<file path="config.mk">
export PLATFORM = sky130hd
export DESIGN_NAME = ifu_fetch
export DESIGN_NICKNAME = d
export VERILOG_FILES = /design/src/rtl/ifu_fetch.sv
export SDC_FILE = /design/constraint.sdc
export NUM_CORES = 1
export LEC_CHECK = 0
export ABC_AREA = 1
export CELL_PAD_IN_SITES_DETAIL_PLACEMENT = 1
export CELL_PAD_IN_SITES_GLOBAL_PLACEMENT = 2
export CORE_MARGIN = 2
export CORE_UTILIZATION = 25
export CTS_BUF_LIST = sky130_fd_sc_hd__clkbuf_2
export DETAILED_ROUTE_END_ITERATION = 6
export PLACE_DENSITY_LB_ADDON = 0.1
export SYNTH_ARGS = -nofsm -noshare
export SYNTH_HDL_FRONTEND = slang
export SYNTH_SLANG_ARGS = --single-unit
export TNS_END_PERCENT = 5
</file>
<file path="constraint.sdc">
create_clock -name clk -period 2.8 [get_ports clk]
set_input_delay 0.42 -clock clk [delete_from_list [all_inputs] [get_ports clk]]
set_output_delay 0.42 -clock clk [all_outputs]
set_load 0.005 [all_outputs]
</file>
<file path="src/rtl/ifu_fetch.sv">
// Instruction-fetch stage: owns the fetch PC, drives the I-memory read port and
// holds a redirect that lands during a stall. Optional fetch counter: IFU_FETCH_CNT_EN.
module ifu_fetch #(
  parameter logic [31:0] RESET_PC = 32'h0000_3000,
  parameter logic [31:0] IM_BASE  = 32'h0000_3000,
  parameter int unsigned IM_WORDS = 4096
) (
  input  logic        clk,
  input  logic        reset,
  input  logic        halt,
  input  logic        d_redirect,
  input  logic [31:0] d_redirect_pc,
  output logic [31:0] i_inst_addr,
  input  logic [31:0] i_inst_rdata,
  output logic [31:0] f_pc,
  output logic [31:0] f_instr,
  output logic        f_new_instr
`ifdef IFU_FETCH_CNT_EN
  ,
  output logic [31:0] fetch_cnt
`endif
);

  logic [31:0] pc_r;
  logic        pend_valid_r;
  logic [31:0] pend_pc_r;

  logic [31:0] pc_nxt_s;
  logic        pend_valid_nxt_s;
  logic [31:0] pend_pc_nxt_s;
  logic        legal_s;
  logic [32:0] pc_ext_s;
  logic [32:0] base_ext_s;
  logic [32:0] span_s;

  // Range check done in 33 bits so neither the subtraction nor the span can wrap.
  always_comb begin
    pc_ext_s   = {1'b0, pc_r};
    base_ext_s = {1'b0, IM_BASE};
    span_s     = 33'(IM_WORDS) * 33'd4;
    legal_s    = (pc_r[1:0] == 2'b00) &&
                 (pc_ext_s >= base_ext_s) &&
                 ((pc_ext_s - base_ext_s) < span_s);
  end

  // Fetch outputs; an illegal PC yields a nop bubble.
  always_comb begin
    i_inst_addr = pc_r;
    f_pc        = pc_r;
    f_new_instr = legal_s;
    if (legal_s) begin
      f_instr = i_inst_rdata;
    end else begin
      f_instr = 32'h0000_0000;
    end
  end

  // Next-PC selection and pending-redirect capture while stalled.
  always_comb begin
    pc_nxt_s         = pc_r;
    pend_valid_nxt_s = pend_valid_r;
    pend_pc_nxt_s    = pend_pc_r;
    if (halt) begin
      if (d_redirect) begin
        pend_valid_nxt_s = 1'b1;
        pend_pc_nxt_s    = d_redirect_pc;
      end else begin
        pend_valid_nxt_s = pend_valid_r;
        pend_pc_nxt_s    = pend_pc_r;
      end
    end else begin
      // A live redirect supersedes any pending one; either way the pending slot empties.
      pend_valid_nxt_s = 1'b0;
      if (d_redirect) begin
        pc_nxt_s = d_redirect_pc;
      end else if (pend_valid_r) begin
        pc_nxt_s = pend_pc_r;
      end else begin
        pc_nxt_s = pc_r + 32'd4;
      end
    end
  end

  // PC and pending-redirect state registers.
  always_ff @(posedge clk) begin
    if (reset) begin
      pc_r         <= RESET_PC;
      pend_valid_r <= 1'b0;
      pend_pc_r    <= 32'h0000_0000;
    end else begin
      pc_r         <= pc_nxt_s;
      pend_valid_r <= pend_valid_nxt_s;
      pend_pc_r    <= pend_pc_nxt_s;
    end
  end

`ifdef IFU_FETCH_CNT_EN
  logic [31:0] fetch_cnt_r;

  // Counts legally fetched words that advance out of F.
  always_ff @(posedge clk) begin
    if (reset) begin
      fetch_cnt_r <= 32'h0000_0000;
    end else if (!halt && legal_s) begin
      fetch_cnt_r <= fetch_cnt_r + 32'd1;
    end else begin
      fetch_cnt_r <= fetch_cnt_r;
    end
  end

  assign fetch_cnt = fetch_cnt_r;
`endif

endmodule

</file>
[Word level (Yosys, flattened, before mapping)]
Index checks and enable logic that the tools add are counted.
W data, S select, Z words.
Storage, ports and cells
  flip-flop bits (word level): 65
  bits of input ports: 68
Operators by class
  $add $sub $neg: 2
  $lt $le $gt $ge: 2
  mux-type cells: 3
  bitwise logic cells: 1
  reductions and logical operators: 5
Operator list (number)
  $mux W32: 3
  $lt A33 B15 Y1 const B: 1
  $sub A32 B14 Y33 const B: 1
  $add A32 B3 Y32 const B: 1
  $ge A32 B14 Y1 const B: 1
  $logic_and A1 B1 Y1: 2
  $logic_not A2 Y1: 1
  $reduce_and A2 Y1: 1
  $reduce_or A2 Y1: 1
  $not A1 Y1: 1

[Longest topological paths before layout]
  depth in word-level cells: 4
  depth in mapped cells: 11

[Least setup slack after synthesis]
No wires, ideal clock.
  kind: register to output
  from: register pc_r[15], in the netlist f_pc[15]
  to: output port f_instr[10]
  arrival time: 1510 ps
  data required time: 2380 ps
  slack: 870 ps
  cell stages (with the launch flop): 12
  path buffers: 2
  path through: dfxtp_1 buf_2 nor2_4 nand2_1 nor2_2 nand3_1 nand2_1 inv_1 nor2_2 nand4_4 buf_6 nor2_2
Between the ends
  longest elaborated chain between the ends: 4
  elaborated cells on any way between the ends: 6
RTL lines
  from (decl): RTL line 24  | logic [31:0] pc_r;
  from (signal assigned): RTL line 91  | pc_r <= pc_nxt_s;
  $sub A32 B14 Y33 / $ge A32 B14 Y1 (equally long branches): RTL line 43, 42
  $lt A33 B15 Y1 / $logic_and A1 B1 Y1 (equally long branches): RTL line 43, 41
  $logic_and A1 B1 Y1 (*): RTL line 42  | (pc_ext_s >= base_ext_s) &&
  $mux W32 (*): RTL line 51  | if (legal_s) begin
  to (decl): RTL line 16  | output logic [31:0] f_instr,
Mark *: on every way between the ends. The rest lies on a longest branch, timed or not.

[Worst setup path after layout]
  from: register pc_r[18], in the netlist f_pc[18]
  to: output port f_instr[26]
The elaborated chain is that of the path after synthesis.

==> summary.txt <==
status = finished, violations left
failing checks = negative setup slack
RSZ-0062 raised after global routing = yes
Initial DRT Pass Iterations = 4
#FFs+latches synth = 65
Fmax = 0.3439 GHz
total CTS buffers = 9
grt ovf = 0
footprint of the multi-input gates = 2459 um2
Final Core Density = 0.3751
# DRC = 0
mean number of vias per cell = 4.703
synthesized cell area = 4350 um2
vias = 4980
CP max stage cell = dfxtp_2
leakage = 2.706 nW
Iter 0 DRT Violations = 195
Inserted Diodes = 0
Fill cells = 2179
GR peak layer = met2
Placed Cells = 1029
Layout Nets = 898
Max-slew headroom = 0.5444
total of max-cap violations = 0
Unique masters post-synth = 34
Root Driver = clkbuf_2
crit path launch type = flip-flop
Routed wire per std cell = 17.63 um
fin crit share = 1.038
Async SR Flop Fraction = 0
area grow syn2layout = 48.12%
final slew viol count = 0
Final setup viols = 30
met1 usage in global routing = 0.2747
Pwr Total = 2.567 mW
initial antenna violation count = 0
Avg Inst Size Synth = 6.464 um2
vias in the first global route = 4981
Mapped Nets = 742
CP Class = flip-flop to output pin
pin count of the biggest net entering global routing = 41
GRT met2 Usage = 0.3114
detailed placement HPWL = 14.41 mm
cell family with most CP delay = simple AND/OR/NAND/NOR gates
Ys Warns = 0
Least-Margin Pin Slew = 0.6834 ns
Crit path buffers/inverters = 4
site row count = 48
Synth Flop Type = dfxtp_1
area occupied by registers = 1319 um2
clk sinks = 65
Hold WC Path Type = input port to flip-flop
die area = 18470 um2
Post-Route Skew = 0.03425 ns
GPL Wtd Cong = 0.8199
CTS tree = done
Longest Clk Path Bufs = 2
num ports = 165
CP Cell Sequence = nor2_4 -> nand2_1 -> nor2_2 -> nand3_2 -> nand2_1 -> inv_1 -> nor2_4 -> nand4_4 -> buf_6 -> clkbuf_16 -> nor2_2 -> buf_2
Post-synth EDFFs = 0
Core Area = 17180 um2
register area share after synthesis = 0.2991
Mapped Cells = 673
CP max FO = 8
# port buffers = 164
Worst EP required = 2.38 ns
commonest cells after routing, fill and taps aside = clkdlybuf4s50_1, nand2_1, nor2_1, inv_1, o21ai_0
Worst-path clk slew = 0.23 ns
crit-path max cell delay = 0.39 ns
Worst-Skew Late Latency = 0.57 ns
Total GRT Usage = 0.1961
most common cell after layout, fill and taps aside = clkdlybuf4s50_1
Pwr Density = 398.4 nW/um2
worst hold margin = 0.4408 ns
Initial Utilization = 0.2533
first-pass GRT wire length = 27.82 mm
Crit. End Element = output pin
final std cells w/o fill = 1059
drt total wl = 18.67 mm
Die X = 135.9 um
Setup WS pre-CTS = 0.1562 ns
layout cell share with drive strength beyond 1 = 0.1966
Die H = 135.9 um
Tmin final = 2.908 ns
final hold violation count = 0
Final WS setup = -0.1077 ns
CP arrival = 2.49 ns
maximum VDD drop = 188.1 uV
post-route ant nets = 0
htree depth = 3
routing usage on met3 = 0.03505
[path summary, 6_finish.rpt]
check                         from     endpoint  slack (ns)  cells after the start
hold / removal    d_redirect_pc[5]      f_pc[5]        0.44                      3
hold reg to reg       pend_pc_r[5]      f_pc[5]        0.50                      2
setup reg to reg           f_pc[2]     f_pc[16]        0.90                      8
setup / recovery          f_pc[18]  f_instr[26]       -0.11                     12
[registers in the layout, summed over array words and instances, names as in the netlist]
| signal | count |
|---|---|
| f_pc | 32 |
| pend_pc_r | 32 |
| pend_valid_r | 1 |
[tightest hold or removal path: stages]
cell             delay, ns
clkdlybuf4s50_1       0.44
nand2_1               0.08
a31oi_1               0.07
[logic make-up (layout without fill, tap and decap cells)]
kind of cell,Yosys count,count (layout),share of synthesized area
buffers and inverters,144,305,0.1599
XOR/XNOR,22,22,0.04429
AND/OR/NAND/NOR,320,320,0.3247
adder cells (fa/ha/maj),1,1,0.002876
AO/OA/AOI/OAI,121,121,0.1691
flip-flops,65,65,0.2991
[cells in the mapped netlist (all sizes together) (2+ instances only)]
cell type	n	area, um2
nor2	150	670.6
inv	77	289.0
a211oi	2	15.01
or2	2	12.51
nand2	121	459.2
a31oi	3	18.77
a22oi	3	22.52
buf	39	300.3
xor2	18	157.7
o211ai	3	22.52
nor3	17	90.09
clkbuf	27	102.6
dfxtp	65	1301
xnor2	4	35.03
nand4	8	65.06
nand3	22	115.1
a21oi	21	105.1
o21ai	60	300.3
a221oi	23	201.4
a41oi	4	35.03
[metal layers]
layer | routed length (um) | share of wire
met1 | 9029 | 0.48
met5 | 0 | 0
met2 | 8518 | 0.46
met3 | 860 | 0.046
met4 | 262 | 0.014
[metrics by stage]
step | setup TNS, ns | cell area, um2
finish | -1.852 | 6444
global route | -7.740 | 6444
CTS | -3.439 | 6371
detailed placement | 0 | 6146
global placement | 0 | 6146
floorplan | 0 | 4350
[power breakdown]
group / internal [mW] / switching [mW]
combinational: 0.349 / 0.356
sequential: 0.992 / 0.0631
clock: 0.393 / 0.415
[timing repair]
action	4_1_cts	5_1_grt
setup buffers	2	9
gates resized for setup	82	92
gates cloned	0	3
pin swaps	1	6
endpoints found under the setup margin	33	33
hold buffers	0	0
[final cells by class]
cell class | count | area share
clock buffer | 10 | 0.007767
clock inverter | 6 | 0.01786
inverter | 78 | 0.04544
multi-input combinational | 464 | 0.3816
sequential | 65 | 0.2047
tap | 225 | 0.04369
timing repair buffer | 211 | 0.2990
Power figures use the tool's default switching activity.
==> variant 1: new RTL, same flow settings <==
`RESET_PC`: 32'h0000_3000 -> 32'h00002000.
--- a/src/rtl/ifu_fetch.sv
+++ b/src/rtl/ifu_fetch.sv
@@ -2,5 +2,5 @@
 // holds a redirect that lands during a stall. Optional fetch counter: IFU_FETCH_CNT_EN.
 module ifu_fetch #(
-  parameter logic [31:0] RESET_PC = 32'h0000_3000,
+  parameter logic [31:0] RESET_PC = 32'h00002000,
   parameter logic [31:0] IM_BASE  = 32'h0000_3000,
   parameter int unsigned IM_WORDS = 4096
Function: changed (Yosys sat finds a counterexample within 4 cycles, from zero or initial values and one cycle with reset high).
==> variant 1 against the original RTL <==
  * The flow still finishes with violations (setup timing)
  * Clock skew increased by 0.0072 ns
  * Utilization about the same
  * Power increased by 5.3%
  * Routed wire length decreased by 0.79%
  * Final area increased by 3.8%
  * Sequential cell count unchanged
  * Synthesized area increased by 3.5%
  * Combinational power increased by 10%
  * Synthesized cell count increased by 0.45%
  * Critical path depth unchanged
  * Die area increased by 3.4%
  * Setup slack improved by 0.096 ns
  * Cell count increased by 0.57%
  * Largest power group unchanged
==> variant 1: results (changes against the original RTL) <==
[outcome]
status=finished, violations left  ; unchanged
violations=setup timing  ; unchanged

[placed_design]
place_hpwl_microns=13900  ; was 14400 microns
place_congestion=0.836  ; was 0.820
place_area_sq_um=6260  ; was 6150 sq um
placed_cells=1029  ; unchanged
dpl_worst_slack_ns=0.157  ; was 0.156 ns
port_buffers=164  ; unchanged

[detailed_routing]
routed_wl_microns=18500  ; was 18700 microns
drtIter0Drc=157  ; was 195
vias=5142  ; was 4980

[sta]
setup-tns-final_ns=-0.0121  ; was -1.85 ns
skew_ns=0.0415  ; was 0.0343 ns
hold_slack_ns=0.493  ; was 0.441 ns
setup_viol=1  ; was 30
tightest_slew_ns=0.678  ; was 0.683 ns
setup_ws_ns=-0.0121  ; was -0.108 ns

[cells_and_area]
nFillCells=2243  ; was 2179
layout-drive-gt1-share_pct=21.4  ; was 19.7%
nNetsFinal=899  ; was 898
finalNonFillerCells=1065  ; was 1059
utilization_pct=37.5  ; about the same

[global_route]
grt_util_all_layers_pct=19.3  ; was 19.6%
grt_antenna_before_repair=1  ; was 0
grt_pass1_vias=5359  ; was 4981
grt_max_degree=34  ; was 41
use_met3_pct=2.87  ; was 3.50%
grtUsageMet1_pct=24.9  ; was 27.5%
gr-usage-met2_pct=33.9  ; was 31.1%
grt_pass1_wl_microns=29500  ; was 27800 microns

[logic_synthesis]
synth_top_flop_cell=dfxtp_1  ; unchanged
synth_common_cells=nand2_1, nor2_1, inv_1, dfxtp_1, o21ai_0  ; unchanged
yosysWarnings=0  ; unchanged
ys_seq_area_share_pct=28.9  ; was 29.9%
synthDistinctLibCells=33  ; was 34
synth_area_sq_um=4500  ; was 4350 sq um
synth_top_cells_by_area=dfxtp_1, nand2_1, nor2_1  ; unchanged
synthArstFlopShare_pct=0  ; unchanged
synth_cells=676  ; was 673
syn-num-nets=745  ; was 742

[pwr]
power_density_nw_per_um2=404  ; was 398 nW/um^2
leakage_nw=2.80  ; was 2.71 nW
vdd_drop_max_mv=0.211  ; was 0.188 mV
intPower_mw=1.84  ; was 1.73 mW
comb_power_mw=0.775  ; was 0.704 mW
clkPwrFrac_pct=32.1  ; was 31.5%

[critical_path]
cpMaxStageDelayCell=dfxtp_4  ; was dfxtp_2
r2r-start=f_pc[2]  ; unchanged
crit_family=simple AND/OR/NAND/NOR gates  ; unchanged
rrSetupSlack_ns=0.67  ; was 0.90 ns
r2r_cells=9  ; was 8
r2r-end=f_pc[20]  ; was f_pc[16]
crit_path_max_incr_delay_ns=0.42  ; was 0.39 ns
crit_fanout=4  ; was 8
cp.arrival_ns=2.39  ; was 2.49 ns

[worst_hold_path]
hold_depth=3  ; unchanged

[clock_network]
clock_latency_ns=0.53  ; was 0.57 ns
clk_path_buf_depth=2  ; unchanged
cts_root_buffer=clkbuf_2  ; unchanged
h-tree-depth=3  ; unchanged

==> variant 1: cell types whose count changed after synthesis, moves of 4 or more <==
cell     change
xor2_1       -7
nor2_2      -27
nor3_2      +28
o21ai_0      +4
buf_2        +4
inv_1        -8
a21oi_1      +5
nor2_1       -4
==> variant 1: final cells by class <==
cell class	count	area share, %
Multi-Input combinational cell	469	39.6
Clock buffer	9	0.673
Sequential cell	65	20.0
Clock inverter	7	2.11
Timing Repair Buffer	217	29.5
Inverter	68	3.81
Antenna cell	1	0.0374
Tap cell	229	4.28
==> variant 1: worst max-delay path by stage <==
stage,start,to,slack [ns],cells past startpoint
detailed placement,f_pc[15],f_instr[1],0.16,11
finish,f_pc[20],f_instr[1],-0.01,12
global placement,f_pc[15],f_instr[1],0.22,11
CTS,f_pc[19],f_instr[1],-0.16,12
global route,f_pc[14],f_instr[1],-0.22,12
floorplan,f_pc[21],f_instr[10],0.89,11
==> variant 1: routing by layer <==
metal / up-vias / routed length (microns)
li1: 2509 / -
met1: 2488 / 8410
met2: 134 / 9210
met3: 11 / 736
met4: 0 / 170
met5: - / 0
==> variant 1: repair_timing <==
action | CTS | global route
buffers inserted | 12 | 5
setup endpoints to repair | 33 | 33
pin swaps | 6 | 16
hold buffers | 0 | 0
gates cloned | 4 | 0
gates resized for setup | 163 | 33
==> variant 1: cells by family (layout without fill, tap and decap cells) <==
| kind of cell | after synthesis | count (layout) | share of synthesized area, % |
|---|---|---|---|
| compound gates | 129 | 129 | 17.1 |
| simple gates | 321 | 321 | 34.4 |
| other cells | 0 | 1 | 0 |
| fa+ha+maj | 1 | 1 | 0.278 |
| flops | 65 | 65 | 28.9 |
| xor+xnor | 18 | 18 | 3.50 |
| buf+inv | 142 | 301 | 15.8 |
==> variant 2: new RTL, same settings <==
Without the edit above. Register the inputs `d_redirect`, `d_redirect_pc` and `i_inst_rdata` before use, cleared by the reset. The logic sees them one clock later. The other inputs are not delayed to match.
--- a/src/rtl/ifu_fetch.sv
+++ b/src/rtl/ifu_fetch.sv
@@ -21,4 +21,20 @@
 `endif
 );
+
+  logic d_redirect_q;
+  logic [31:0] d_redirect_pc_q;
+  logic [31:0] i_inst_rdata_q;
+
+  always_ff @(posedge clk) begin
+    if (reset) begin
+      d_redirect_q    <= '0;
+      d_redirect_pc_q <= '0;
+      i_inst_rdata_q  <= '0;
+    end else begin
+      d_redirect_q    <= d_redirect;
+      d_redirect_pc_q <= d_redirect_pc;
+      i_inst_rdata_q  <= i_inst_rdata;
+    end
+  end
 
   logic [31:0] pc_r;
@@ -50,5 +66,5 @@
     f_new_instr = legal_s;
     if (legal_s) begin
-      f_instr = i_inst_rdata;
+      f_instr = i_inst_rdata_q;
     end else begin
       f_instr = 32'h0000_0000;
@@ -62,7 +78,7 @@
     pend_pc_nxt_s    = pend_pc_r;
     if (halt) begin
-      if (d_redirect) begin
+      if (d_redirect_q) begin
         pend_valid_nxt_s = 1'b1;
-        pend_pc_nxt_s    = d_redirect_pc;
+        pend_pc_nxt_s    = d_redirect_pc_q;
       end else begin
         pend_valid_nxt_s = pend_valid_r;
@@ -72,6 +88,6 @@
       // A live redirect supersedes any pending one; either way the pending slot empties.
       pend_valid_nxt_s = 1'b0;
-      if (d_redirect) begin
-        pc_nxt_s = d_redirect_pc;
+      if (d_redirect_q) begin
+        pc_nxt_s = d_redirect_pc_q;
       end else if (pend_valid_r) begin
         pc_nxt_s = pend_pc_r;
Behaviour: not the same (a bounded check fails within 4 cycles, from zero or initial values and one cycle with reset high).
==> variant 2 against the original RTL <==
  * The flow still finishes with violations (setup timing)
  * Synthesized area up 42%
  * Routed wire length up 18%
  * Power up 58%
  * Clock skew down 0.0042 ns
  * Fmax down 4.3%
  * Final area up 33%
  * Setup slack worse by 0.13 ns
  * Sequential share of layout area up 10 points
  * Register-to-register slack worse by 0.25 ns
  * Sequential cell count up 65
  * Clock power up 60%
  * Sequential power up 94%
==> variant 2: results (changes against the original RTL) <==
[outcome]
status=finished, violations left  ; unchanged
violations=setup timing  ; unchanged

[cells_and_area]
nFillCells=3055  ; was 2179
buffer_area_share_pct=23.1  ; was 29.9%
n_all_inverters=140  ; was 78
fin_area_sq_um=8550  ; was 6440 sq um
nClkBuffers=18  ; was 10
clockNetworkAreaShare_pct=3.15  ; was 2.56%
diodes=2  ; was 0
sh_seq_area_pct=30.9  ; was 20.5%
multi_input_area_share_pct=31.9  ; was 38.2%
signal_buffers=219  ; was 211

[clock_network]
clock_latency_ns=0.70  ; was 0.57 ns
h-tree-depth=4  ; was 3
cts_sinks=130  ; was 65

[pwr]
leakage_nw=3.70  ; was 2.71 nW
vdd_drop_max_mv=0.233  ; was 0.188 mV
clkPwrFrac_pct=31.7  ; was 31.5%
sequentialPower_mw=2.04  ; was 1.05 mW

[logic_synthesis]
syn-num-nets=975  ; was 742
ys_seq_area_share_pct=42.1  ; was 29.9%
syn_avg_cell_area_sq_um=6.82  ; was 6.46 sq um
synth_top_cells_by_area=dfxtp_1, nor2_1, nand2_1  ; was dfxtp_1, nand2_1, nor2_1
synth_common_cells=nor2_1, nand2_1, inv_1, dfxtp_1, o21ai_0  ; was nand2_1, nor2_1, inv_1, dfxtp_1, o21ai_0

[sta]
skew_ns=0.0301  ; was 0.0343 ns
maxSlewHeadroom_pct=41.1  ; was 54.4%
setup_viol=32  ; was 30
setup_ws_ns=-0.238  ; was -0.108 ns

[placed_design]
placed_cells=1355  ; was 1029
place_congestion=0.783  ; was 0.820

[detailed_routing]
wl_met3_microns=1110  ; was 860 microns
drt-met1-wl_microns=10900  ; was 9030 microns
routed_wl_microns=22000  ; was 18700 microns
dr_wl_met2_microns=9660  ; was 8520 microns
via_per_inst=4.34  ; was 4.70
drtIter0Drc=290  ; was 195
wl_per_cell_microns=15.6  ; was 17.6 microns

[global_route]
grt_pass1_vias=6096  ; was 4981
grt_antenna_before_repair=1  ; was 0
grt_pass1_wl_microns=33800  ; was 27800 microns
grtUsageMet1_pct=23.7  ; was 27.5%

[critical_path]
cp.arrival_ns=2.62  ; was 2.49 ns
crit_fanout=7  ; was 8

## variant 2: cell count changes after synthesis, sizes merged, moves of 3 or more
cell / unedited run / this run
xnor2: 4 / 1
buf: 39 / 42
nand2: 121 / 151
nand4: 8 / 2
xor2: 18 / 9
a21oi: 21 / 25
inv: 77 / 140
dfxtp: 65 / 130
nor2: 150 / 226
clkbuf: 27 / 31
nand3: 22 / 33
## variant 2: worst max-delay path, cell delays in order (launching register included)
cell and delay, ns:
dfxtp_2 0.38, nand2_4 0.12, nand2_1 0.10, nor2_4 0.21, nand3_2 0.11, nand2_2 0.07, nand2_2 0.05, nor3_2 0.17
nand2_2 0.12, buf_6 0.15, clkbuf_16 0.15, buf_4 0.13, nor2_2 0.06, clkbuf_2 0.11
## variant 2: path summary, 6_finish.rpt
kind                                    from            to  slack [ns]  cells after the start
worst max-delay path                f_pc[13]    f_instr[4]       -0.24                     13
worst min-delay path                   reset       f_pc[4]        0.13                      4
worst max register to register       f_pc[3]      f_pc[28]        0.65                      9
worst min register to register  pend_pc_r[4]  pend_pc_r[4]        0.47                      2
## variant 2: stage by stage
step | worst slack (ns) | TNS (ns) | utilization (%)
global placement | 0.180 | 0 | 33.2
floorplan | 0.871 | 0 | -
CTS | -0.551 | -11.08 | 34.3
detailed placement | 0.220 | 0 | 33.2
finish | -0.238 | -4.67 | 35.1
global route | -0.455 | -11.53 | 35.1
## variant 2: kinds of logic after synthesis
kind of cell | share of synthesized area, %
adder cells (fa/ha/maj) | 0.202
flip-flops | 42.1
AO/OA/AOI/OAI | 11.8
buffers and inverters | 15.3
XOR/XNOR | 1.42
AND/OR/NAND/NOR | 29.1
## variant 2: repair_timing
item,CTS,global route
resized for setup,49,120
endpoints found under the hold margin,0,0
cloned,0,3
pin swaps,1,11
setup endpoints to repair,33,33
buffers inserted,0,18
